<file path="src/rtl/tvp5150_cfg_seq_if.sv">
// Command bus between the configuration sequencer and a byte-level I2C write master.
// The sequencer is the sole master-side client; the I2C engine sits on the slave modport.
interface tvp5150_cfg_seq_if;
    logic       m_valid;
    logic       m_ready;
    logic [7:0] m_dev;
    logic [7:0] m_reg;
    logic [7:0] m_data;
    logic       m_done;
    logic       m_nack;

    modport master (
        output m_valid,
        output m_dev,
        output m_reg,
        output m_data,
        input  m_ready,
        input  m_done,
        input  m_nack
    );

    modport slave (
        input  m_valid,
        input  m_dev,
        input  m_reg,
        input  m_data,
        output m_ready,
        output m_done,
        output m_nack
    );
endinterface

</file>
<file path="src/rtl/tvp5150_cfg_seq.sv">
// TVP5150 configuration sequencer: power-up delay, table walk with NACK retry,
// then arbitration-free runtime single-register writes through the same I2C master.
module tvp5150_cfg_seq #(
    parameter int unsigned NUM_REGS     = 3,
    parameter int unsigned MAX_RETRY    = 3,
    parameter int unsigned PWRUP_CYCLES = 54000,
    parameter int unsigned GAP_CYCLES   = 2700,
    parameter logic [7:0]  DEV_ADDR     = 8'hBA
) (
    input  logic                     clk,
    input  logic                     resetn,
    output logic [7:0]               tbl_idx_o,
    input  logic [7:0]               tbl_reg_i,
    input  logic [7:0]               tbl_data_i,
    tvp5150_cfg_seq_if.master        m_bus,
    input  logic                     rt_valid_i,
    output logic                     rt_ready_o,
    input  logic [7:0]               rt_reg_i,
    input  logic [7:0]               rt_data_i,
    output logic                     rt_done_o,
    output logic                     rt_err_o,
    output logic                     init_done_o,
    output logic                     init_err_o,
    output logic                     busy_o
);

    typedef enum logic [3:0] {
        S_PWRUP,
        S_LOAD,
        S_ISSUE,
        S_WAIT,
        S_GAP,
        S_IDLE,
        S_RT_ISSUE,
        S_RT_WAIT,
        S_RT_GAP
    } state_e;

    localparam logic [19:0] PWRUP_LAST  = 20'(PWRUP_CYCLES - 1);
    localparam logic [19:0] GAP_LAST    = 20'(GAP_CYCLES - 1);
    localparam logic [7:0]  LAST_IDX    = 8'(NUM_REGS - 1);
    localparam logic [3:0]  RETRY_LIMIT = 4'(MAX_RETRY);
    localparam bit          SKIP_TABLE  = (NUM_REGS == 0);

    state_e      state_q, state_d;
    logic [19:0] cnt_q, cnt_d;
    logic [7:0]  tbl_idx_q, tbl_idx_d;
    logic [3:0]  retry_q, retry_d;
    logic        m_valid_q, m_valid_d;
    logic [7:0]  m_reg_q, m_reg_d;
    logic [7:0]  m_data_q, m_data_d;
    logic        init_done_q, init_done_d;
    logic        init_err_q, init_err_d;
    logic        rt_done_q, rt_done_d;
    logic        rt_err_q, rt_err_d;
    logic        busy_q, busy_d;
    logic        accept;

    assign accept = m_valid_q && m_bus.m_ready;

    always_ff @(posedge clk or negedge resetn) begin
        if (!resetn) begin
            state_q     <= S_PWRUP;
            cnt_q       <= '0;
            tbl_idx_q   <= '0;
            retry_q     <= '0;
            m_valid_q   <= 1'b0;
            m_reg_q     <= '0;
            m_data_q    <= '0;
            init_done_q <= 1'b0;
            init_err_q  <= 1'b0;
            rt_done_q   <= 1'b0;
            rt_err_q    <= 1'b0;
            busy_q      <= 1'b0;
        end else begin
            state_q     <= state_d;
            cnt_q       <= cnt_d;
            tbl_idx_q   <= tbl_idx_d;
            retry_q     <= retry_d;
            m_valid_q   <= m_valid_d;
            m_reg_q     <= m_reg_d;
            m_data_q    <= m_data_d;
            init_done_q <= init_done_d;
            init_err_q  <= init_err_d;
            rt_done_q   <= rt_done_d;
            rt_err_q    <= rt_err_d;
            busy_q      <= busy_d;
        end
    end

    always_comb begin
        state_d     = state_q;
        cnt_d       = cnt_q;
        tbl_idx_d   = tbl_idx_q;
        retry_d     = retry_q;
        m_valid_d   = m_valid_q;
        m_reg_d     = m_reg_q;
        m_data_d    = m_data_q;
        init_done_d = init_done_q;
        init_err_d  = init_err_q;
        rt_done_d   = 1'b0;
        rt_err_d    = 1'b0;
        case (state_q)
            S_PWRUP: begin
                if (cnt_q == PWRUP_LAST) begin
                    cnt_d = '0;
                    if (SKIP_TABLE) begin
                        init_done_d = 1'b1;
                        state_d     = S_IDLE;
                    end else begin
                        state_d = S_LOAD;
                    end
                end else begin
                    cnt_d = cnt_q + 20'd1;
                end
            end
            S_LOAD: begin
                m_reg_d   = tbl_reg_i;
                m_data_d  = tbl_data_i;
                m_valid_d = 1'b1;
                state_d   = S_ISSUE;
            end
            S_ISSUE: begin
                if (accept) begin
                    m_valid_d = 1'b0;
                    state_d   = S_WAIT;
                end
            end
            S_WAIT: begin
                if (m_bus.m_done) begin
                    if (!m_bus.m_nack) begin
                        retry_d = '0;
                        if (tbl_idx_q == LAST_IDX) begin
                            init_done_d = 1'b1;
                            state_d     = S_IDLE;
                        end else begin
                            tbl_idx_d = tbl_idx_q + 8'd1;
                            state_d   = S_GAP;
                        end
                    end else begin
                        retry_d = retry_q + 4'd1;
                        // On abort tbl_idx stays on the failing entry for diagnosis.
                        if (retry_q + 4'd1 == RETRY_LIMIT) begin
                            init_err_d  = 1'b1;
                            init_done_d = 1'b1;
                            state_d     = S_IDLE;
                        end else begin
                            state_d = S_GAP;
                        end
                    end
                end
            end
            S_GAP, S_RT_GAP: begin
                if (cnt_q == GAP_LAST) begin
                    cnt_d   = '0;
                    state_d = (state_q == S_GAP) ? S_LOAD : S_IDLE;
                end else begin
                    cnt_d = cnt_q + 20'd1;
                end
            end
            S_IDLE: begin
                if (rt_valid_i) begin
                    m_reg_d   = rt_reg_i;
                    m_data_d  = rt_data_i;
                    m_valid_d = 1'b1;
                    state_d   = S_RT_ISSUE;
                end
            end
            S_RT_ISSUE: begin
                if (accept) begin
                    m_valid_d = 1'b0;
                    state_d   = S_RT_WAIT;
                end
            end
            S_RT_WAIT: begin
                if (m_bus.m_done) begin
                    rt_done_d = 1'b1;
                    rt_err_d  = m_bus.m_nack;
                    state_d   = S_RT_GAP;
                end
            end
            default: state_d = S_PWRUP;
        endcase
    end

    // busy is registered alongside state so it reads 0 while reset is held.
    always_comb begin
        rt_ready_o = (state_q == S_IDLE);
        busy_d     = (state_d != S_IDLE);
    end

    assign m_bus.m_valid = m_valid_q;
    assign m_bus.m_dev   = DEV_ADDR;
    assign m_bus.m_reg   = m_reg_q;
    assign m_bus.m_data  = m_data_q;
    assign tbl_idx_o     = tbl_idx_q;
    assign rt_done_o     = rt_done_q;
    assign rt_err_o      = rt_err_q;
    assign init_done_o   = init_done_q;
    assign init_err_o    = init_err_q;
    assign busy_o        = busy_q;

endmodule

</file>
<file path="src/flat_wrapper.sv">
// flat-port wrapper written by rule: the top's interface ports become plain ports
module tvp5150_cfg_seq_flat 
#(
    parameter int unsigned NUM_REGS     = 3,
    parameter int unsigned MAX_RETRY    = 3,
    parameter int unsigned PWRUP_CYCLES = 54000,
    parameter int unsigned GAP_CYCLES   = 2700,
    parameter logic [7:0]  DEV_ADDR     = 8'hBA
)
  (clk, resetn, tbl_idx_o, tbl_reg_i, tbl_data_i, rt_valid_i, rt_ready_o, rt_reg_i, rt_data_i, rt_done_o, rt_err_o, init_done_o, init_err_o, busy_o, m_bus_m_valid, m_bus_m_dev, m_bus_m_reg, m_bus_m_data, m_bus_m_ready, m_bus_m_done, m_bus_m_nack);
  tvp5150_cfg_seq_if m_bus_i ();
  input  logic clk;
  input  logic resetn;
  output logic [7:0] tbl_idx_o;
  input  logic [7:0] tbl_reg_i;
  input  logic [7:0] tbl_data_i;
  input  logic rt_valid_i;
  output logic rt_ready_o;
  input  logic [7:0] rt_reg_i;
  input  logic [7:0] rt_data_i;
  output logic rt_done_o;
  output logic rt_err_o;
  output logic init_done_o;
  output logic init_err_o;
  output logic busy_o;
  output wire logic [$bits(m_bus_i.m_valid)-1:0] m_bus_m_valid;
  output wire logic [$bits(m_bus_i.m_dev)-1:0] m_bus_m_dev;
  output wire logic [$bits(m_bus_i.m_reg)-1:0] m_bus_m_reg;
  output wire logic [$bits(m_bus_i.m_data)-1:0] m_bus_m_data;
  input wire logic [$bits(m_bus_i.m_ready)-1:0] m_bus_m_ready;
  input wire logic [$bits(m_bus_i.m_done)-1:0] m_bus_m_done;
  input wire logic [$bits(m_bus_i.m_nack)-1:0] m_bus_m_nack;
  assign m_bus_m_valid = m_bus_i.m_valid;
  assign m_bus_m_dev = m_bus_i.m_dev;
  assign m_bus_m_reg = m_bus_i.m_reg;
  assign m_bus_m_data = m_bus_i.m_data;
  assign m_bus_i.m_ready = m_bus_m_ready;
  assign m_bus_i.m_done = m_bus_m_done;
  assign m_bus_i.m_nack = m_bus_m_nack;
  tvp5150_cfg_seq #(.NUM_REGS(NUM_REGS), .MAX_RETRY(MAX_RETRY), .PWRUP_CYCLES(PWRUP_CYCLES), .GAP_CYCLES(GAP_CYCLES), .DEV_ADDR(DEV_ADDR)) u_core (.clk(clk), .resetn(resetn), .tbl_idx_o(tbl_idx_o), .tbl_reg_i(tbl_reg_i), .tbl_data_i(tbl_data_i), .m_bus(m_bus_i), .rt_valid_i(rt_valid_i), .rt_ready_o(rt_ready_o), .rt_reg_i(rt_reg_i), .rt_data_i(rt_data_i), .rt_done_o(rt_done_o), .rt_err_o(rt_err_o), .init_done_o(init_done_o), .init_err_o(init_err_o), .busy_o(busy_o));
endmodule
</file>
<file path="config.mk">
export PLATFORM = sky130hd
export DESIGN_NAME = tvp5150_cfg_seq_flat
export DESIGN_NICKNAME = d
export VERILOG_FILES = /design/src/rtl/tvp5150_cfg_seq_if.sv /design/src/rtl/tvp5150_cfg_seq.sv /design/src/flat_wrapper.sv
export SDC_FILE = /design/constraint.sdc
export NUM_CORES = 1
export LEC_CHECK = 0
export BUFFER_PORTS_ARGS = -buffer_cell sky130_fd_sc_hd__buf_2
export CAP_MARGIN = 40
export CELL_PAD_IN_SITES_DETAIL_PLACEMENT = 1
export CELL_PAD_IN_SITES_GLOBAL_PLACEMENT = 2
export CORE_MARGIN = 3
export CORE_UTILIZATION = 25
export CTS_CLUSTER_SIZE = 10
export DETAILED_ROUTE_END_ITERATION = 10
export HOLD_SLACK_MARGIN = 0.12
export PLACE_DENSITY_LB_ADDON = 0.1
export SETUP_SLACK_MARGIN = 0.2
export SYNTH_ARGS = -nofsm -noshare
export SYNTH_HDL_FRONTEND = slang
export SYNTH_SLANG_ARGS = --single-unit
</file>
<file path="constraint.sdc">
create_clock -name clk -period 2 [get_ports clk]
set_clock_uncertainty 0.15 [all_clocks]
set_input_delay 0.2 -clock clk [delete_from_list [all_inputs] [get_ports clk]]
set_output_delay 0.2 -clock clk [all_outputs]
set_load 0.02 [all_outputs]
</file>
# Word-level counts from Yosys, hierarchy flattened
# Index checks and enable logic that the tools add are counted.
# Widths: inputs -> output; s select.
dict set report totals {
  ramBits 0
  rom_bits 0
  word_cells 77
  memories 0
  regBits 58
  latchBits 0
}
dict set report classes {
  div 0
  n_shift 0
  n_reduce_logical 14
  mux 30
  n_mul 0
  bitwise_logic 2
  n_lt_le_gt_ge 0
  addsub 3
  n_eq_ne 16
}
# cell count
set op_table {}
lappend op_table {{$mux 20} 2}
lappend op_table {{$pmux 20 s2} 1}
lappend op_table {{$mux 4} 9}
lappend op_table {{$pmux 4 s8} 1}
lappend op_table {{$pmux 8 s2} 2}
lappend op_table {{$add 20x1->20 const B} 1}
lappend op_table {{$eq 20x12->1 const B} 1}
lappend op_table {{$eq 20x16->1 const B} 1}
lappend op_table {{$eq 4x3->1 const B} 4}
lappend op_table {{$mux 8} 2}
lappend op_table {{$eq 4x2->1 const B} 3}
lappend op_table {{$reduce_and 4->1} 3}
lappend op_table {{$mux 1} 11}
lappend op_table {{$add 8x1->8 const B} 1}
lappend op_table {{$eq 8x2->1 const B} 1}
lappend op_table {{$reduce_bool 2->1} 3}
lappend op_table {{$add 4x1->4 const B} 1}
lappend op_table {{$eq 4x1->1 const B} 1}
lappend op_table {{$eq 4x4->1 const B} 1}
lappend op_table {{$logic_not 4->1} 1}
lappend op_table {{$ne 2x1->1 const B} 2}
lappend op_table {{$ne 4x3->1 const B} 1}
lappend op_table {{$reduce_and 2->1} 2}
lappend op_table {{$reduce_or 2->1} 2}
lappend op_table {{other kinds (7)} 8}

# Longest topological paths before layout
dict set report logic_depth {
  word_depth 7
  mapped_depth 7
  depth_no_buf 7
}

# Worst setup path before layout
# OpenSTA, ideal clock, no wires.
dict set report synth_path {
  kind {reg2reg}
  startpoint {register u_core.tbl_idx_q[0] (netlist: u_core.tbl_idx_o[0])}
  endpoint {register u_core.tbl_idx_q[2] (netlist: u_core.tbl_idx_o[2])}
  arrival_time_ns 1.669
  path_stages_with_launch 7
  setup_ns 0.133
  setup_slack_ns 0.048
  period_less_slack_ns 1.952
  path_cell_list {dfrtp_1 -> inv_1 -> ha_1 -> or4b_1 -> o211ai_1 -> nor2_1 -> xor2_1}
}
dict set report synth_between {
  elab_chain_len 3
  word_cells_on_any_way 4
}
# element line
set synth_lines {}
lappend synth_lines {{start, declared} tvp5150_cfg_seq.sv:47} ;# logic [7:0] tbl_idx_q, tbl_idx_d;
lappend synth_lines {{start signal, assigned} tvp5150_cfg_seq.sv:78} ;# tbl_idx_q <= tbl_idx_d;
lappend synth_lines {{parallel branches: the longest is 3 deep, another holds $add 8x1->8} --}
# Several ways; the timed one is not identified.
# A chain may end at the register's enable or synchronous reset.

# Final worst setup path
dict set report layout_path {
  startpoint {register u_core.retry_q[0]}
  endpoint {register u_core.state_q[0]}
}
dict set report layout_between {
  elab_chain_len 6
}
# element line
set layout_lines {}
lappend layout_lines {{start, declared} tvp5150_cfg_seq.sv:48} ;# logic [3:0] retry_q, retry_d;
lappend layout_lines {{start signal, assigned} tvp5150_cfg_seq.sv:79} ;# retry_q <= retry_d;
lappend layout_lines {{$add 4x1->4} tvp5150_cfg_seq.sv:143} ;# if (retry_q + 4'd1 == RETRY_LIMIT) begin
lappend layout_lines {{$eq 4x2->1} tvp5150_cfg_seq.sv:143}
lappend layout_lines {{$mux 1} tvp5150_cfg_seq.sv:143}
lappend layout_lines {{$mux 4} tvp5150_cfg_seq.sv:131} ;# if (!m_bus.m_nack) begin
lappend layout_lines {{$mux 4} tvp5150_cfg_seq.sv:130} ;# if (m_bus.m_done) begin
lappend layout_lines {{$pmux 4 s8} tvp5150_cfg_seq.sv:103} ;# case (state_q)
lappend layout_lines {{net u_core.state_d[0]} tvp5150_cfg_seq.sv:45} ;# state_e state_q, state_d;
lappend layout_lines {{end signal, assigned} tvp5150_cfg_seq.sv:76} ;# state_q <= state_d;
lappend layout_lines {{end, declared} tvp5150_cfg_seq.sv:45}
# The timed path passes the listed nets, and every way through them passes these cells.

==> impl_results.md <==
* Distinct cells, synth at 54
* Detailed Routing Iterations Pass 1 at 4
* Largest Register: u_core.cnt_q
* Commonest non-fill, non-tap cells in the layout: buf_2, dfrtp_1, buf_4, dlygate4sd3_1, nand2_1
* Area leader, netlist: dfrtp_1
* Share of cells above drive strength 1 at 41.0%
* Initial antenna violation count at 0
* Max reg flops at 20
* DR vias at 2746
* Syn Area/Cell at 10.0 sq um
* Worst Setup Slack post-DPL at 0.0172 ns
* Clk slew on worst S/H paths at 0.06 ns
* Setup-failing EPs final at 0
* Number of max-cap violations at 0
* Io pins at 77
* Nets at 492
* Worst min path class: in -> async
* Detailed Place HPWL at 6270 um
* Fraction of registers with async set/reset at 100%
* Mapped Area at 0.00302 sq mm
* FF+latch count, synth at 58
* PortBufs at 68
* Final instance area at 0.00477 sq mm
* Min Tclk post-route at 1.93 ns
* CTS Buffer Depth at 2
* Most common cell after layout, fill and taps aside: buf_2
* Lkg Pwr at 0.00221 uW
* Final Hold Violating Endpoints at 0
* Reg2reg path depth at 6
* Crit end category: register
* Status: finished, final reports clean
* Detailed Route Iter0 Violations at 123
* Clock latency on the worst-skew pair at 0.34 ns
* Relative slew slack at 65.7%
* Die Y-Extent at 116 um
* Gr ovfl total at 0
* Reg-to-reg slack, setup at 0.07 ns
* Sink Count at 58
* Slew Limit Fails at 0
* Fin crit share at 96.5%
* Power Dens Cells at 661 mW/mm^2
* Seq/Total Area, Yosys at 48.1%
* Largest net degree at the start of global routing at 33
* Final ANT Viol Nets at 0
* DRC at 0
* Die Width at 116 um
* Fmax at 518 MHz
* RePlAce Congestion at 0.723
* Placed cell area at 0.00371 sq mm
* Cts bufs inserted at 9
* Ys Warns at 0
* First-pass GRT wire length at 14400 um
* Critical R2R Launch: u_core.retry_q[0]
* Critical path startpoint category: register
* Least-Margin Pin Slew at 0.515 ns
* CTS tree: done
* RSZ-0062 raised after global routing: true
* Kind of critical path: reg -> reg
* Core box area at 0.0116 sq mm
* Root buffer cell: clkbuf_16
* Main synth FF type: dfrtp_1
* Top cell type's share of synthesized area at 48.1%
* Wire length per cell at 15.3 um
* Post-Route Setup TNS at 0 ns
* Req. time, crit path at 2.07 ns
* Max FO, Critical Path at 7
* Overall Global Routing Usage at 14.0%
* Cell Rows at 39
* Design Power at 3150 uW
* Gate Count Post-Synth at 302
* N_diodes at 0
* Top cells by area, synth: dfrtp_1, xnor2_1, nand2_1
* H-tree depth at 3
* Final WL at 9130 um
* Vias in the first global route at 2772
* Layout area overhead at 58.0%
* Worst EP arrival at 2.00 ns
* Final setup margin at 0.0693 ns
* Reg-to-reg critical path endpoint: u_core.state_q[0]
* Peak VDD IR at 0.000355 V
* Die area at 0.0134 sq mm
* Vias per std cell at 4.60
* Initial Util at 26.0%
* EDFF count, synth at 0
[area by class of cell]
| type | instances | area [sq um] |
|---|---|---|
| Timing Repair Buffer | 151 | 1120 |
| Sequential cell | 58 | 1460 |
| Fill cell | 1314 | 6840 |
| Multi-Input combinational cell | 220 | 1630 |
| Tap cell | 143 | 179 |
| Inverter | 9 | 33.8 |
| Clock inverter | 5 | 100 |
| Clock buffer | 11 | 253 |
[kinds of logic (layout without fill, tap and decap cells)]
group / after synthesis / count (layout) / share of synthesized area (%)
AOI/OAI and AO/OA: 63 / 63 / 13.7
xor gates and xnor gates: 23 / 23 / 6.67
adders and majority gates: 5 / 5 / 2.07
buffers and inverters: 30 / 176 / 5.63
DFF: 58 / 58 / 48.1
muxes: 2 / 2 / 0.704
other: 2 / 8 / 0.249
and+or+nand+nor: 119 / 119 / 22.9
[critical path, cell delays in order (launching register included)]
cell and delay, ns:
dfrtp_1 0.45, ha_1 0.24, nor3_1 0.07, a41o_1 0.23, a31o_1 0.24, a211o_1 0.32, buf_4 0.14
[where the power goes]
part           switching [uW]  total (uW)  internal, uW
Sequential                  0        1170          1170
Clock                     542        1820          1280
Combinational            71.9         157          85.4
Total                     614        3150          2540
[Yosys cell counts, types with 6 or more instances]
cell type / instances
buf_4: 12
dfrtp_1: 58
inv_1: 9
nand2_1: 34
nand3_1: 8
nand4_1: 9
nor2_1: 18
o21ai_0: 21
o22ai_1: 16
or3_1: 6
xnor2_1: 17
xor2_1: 6
[how the worst max path moves through the flow]
stage                   startpoint  cells past startpoint                  end  slack [ns]
2_1_floorplan  u_core.tbl_idx_o[0]                      6  u_core.tbl_idx_o[2]        0.10
3_3_place_gp   u_core.tbl_idx_o[0]                      6  u_core.tbl_idx_o[2]        0.03
3_5_place_dp   u_core.tbl_idx_o[0]                      7        u_core.busy_o        0.02
4_1_cts            u_core.cnt_q[8]                      5        u_core.busy_o         0.1
5_1_grt           u_core.cnt_q[16]                      5        u_core.busy_o       -0.05
6_report         u_core.retry_q[0]                      6    u_core.state_q[0]        0.07
[stage by stage]
step | instances | utilization, % | hold WS (ns)
after floorplan | 308 | - | -0.246
after global placement | 531 | 32.0 | 0.0593
after detailed placement | 531 | 32.0 | 0.0619
after CTS | 588 | 38.9 | 0.211
after global routing | 597 | 41.1 | 0.262
final | 597 | 41.1 | 0.220
[per-layer routing]
layer / track usage, % / share of wire [%] / vias up
met5: 0 / 0 / -
met4: 6.11 / 1.9 / 0
met3: 3.50 / 3.5 / 12
met2: 23.0 / 50 / 45
met1: 17.4 / 45 / 1332
li1: - / - / 1357
[repair_timing]
action | CTS | global route
pin swaps | 8 | 17
resized for setup | 17 | 44
endpoints found under the hold margin | 62 | 0
setup endpoints to repair | 27 | 46
buffers inserted | 5 | 9
hold buffers | 36 | 0
No activity file was read; power rests on OpenSTA's default activity.
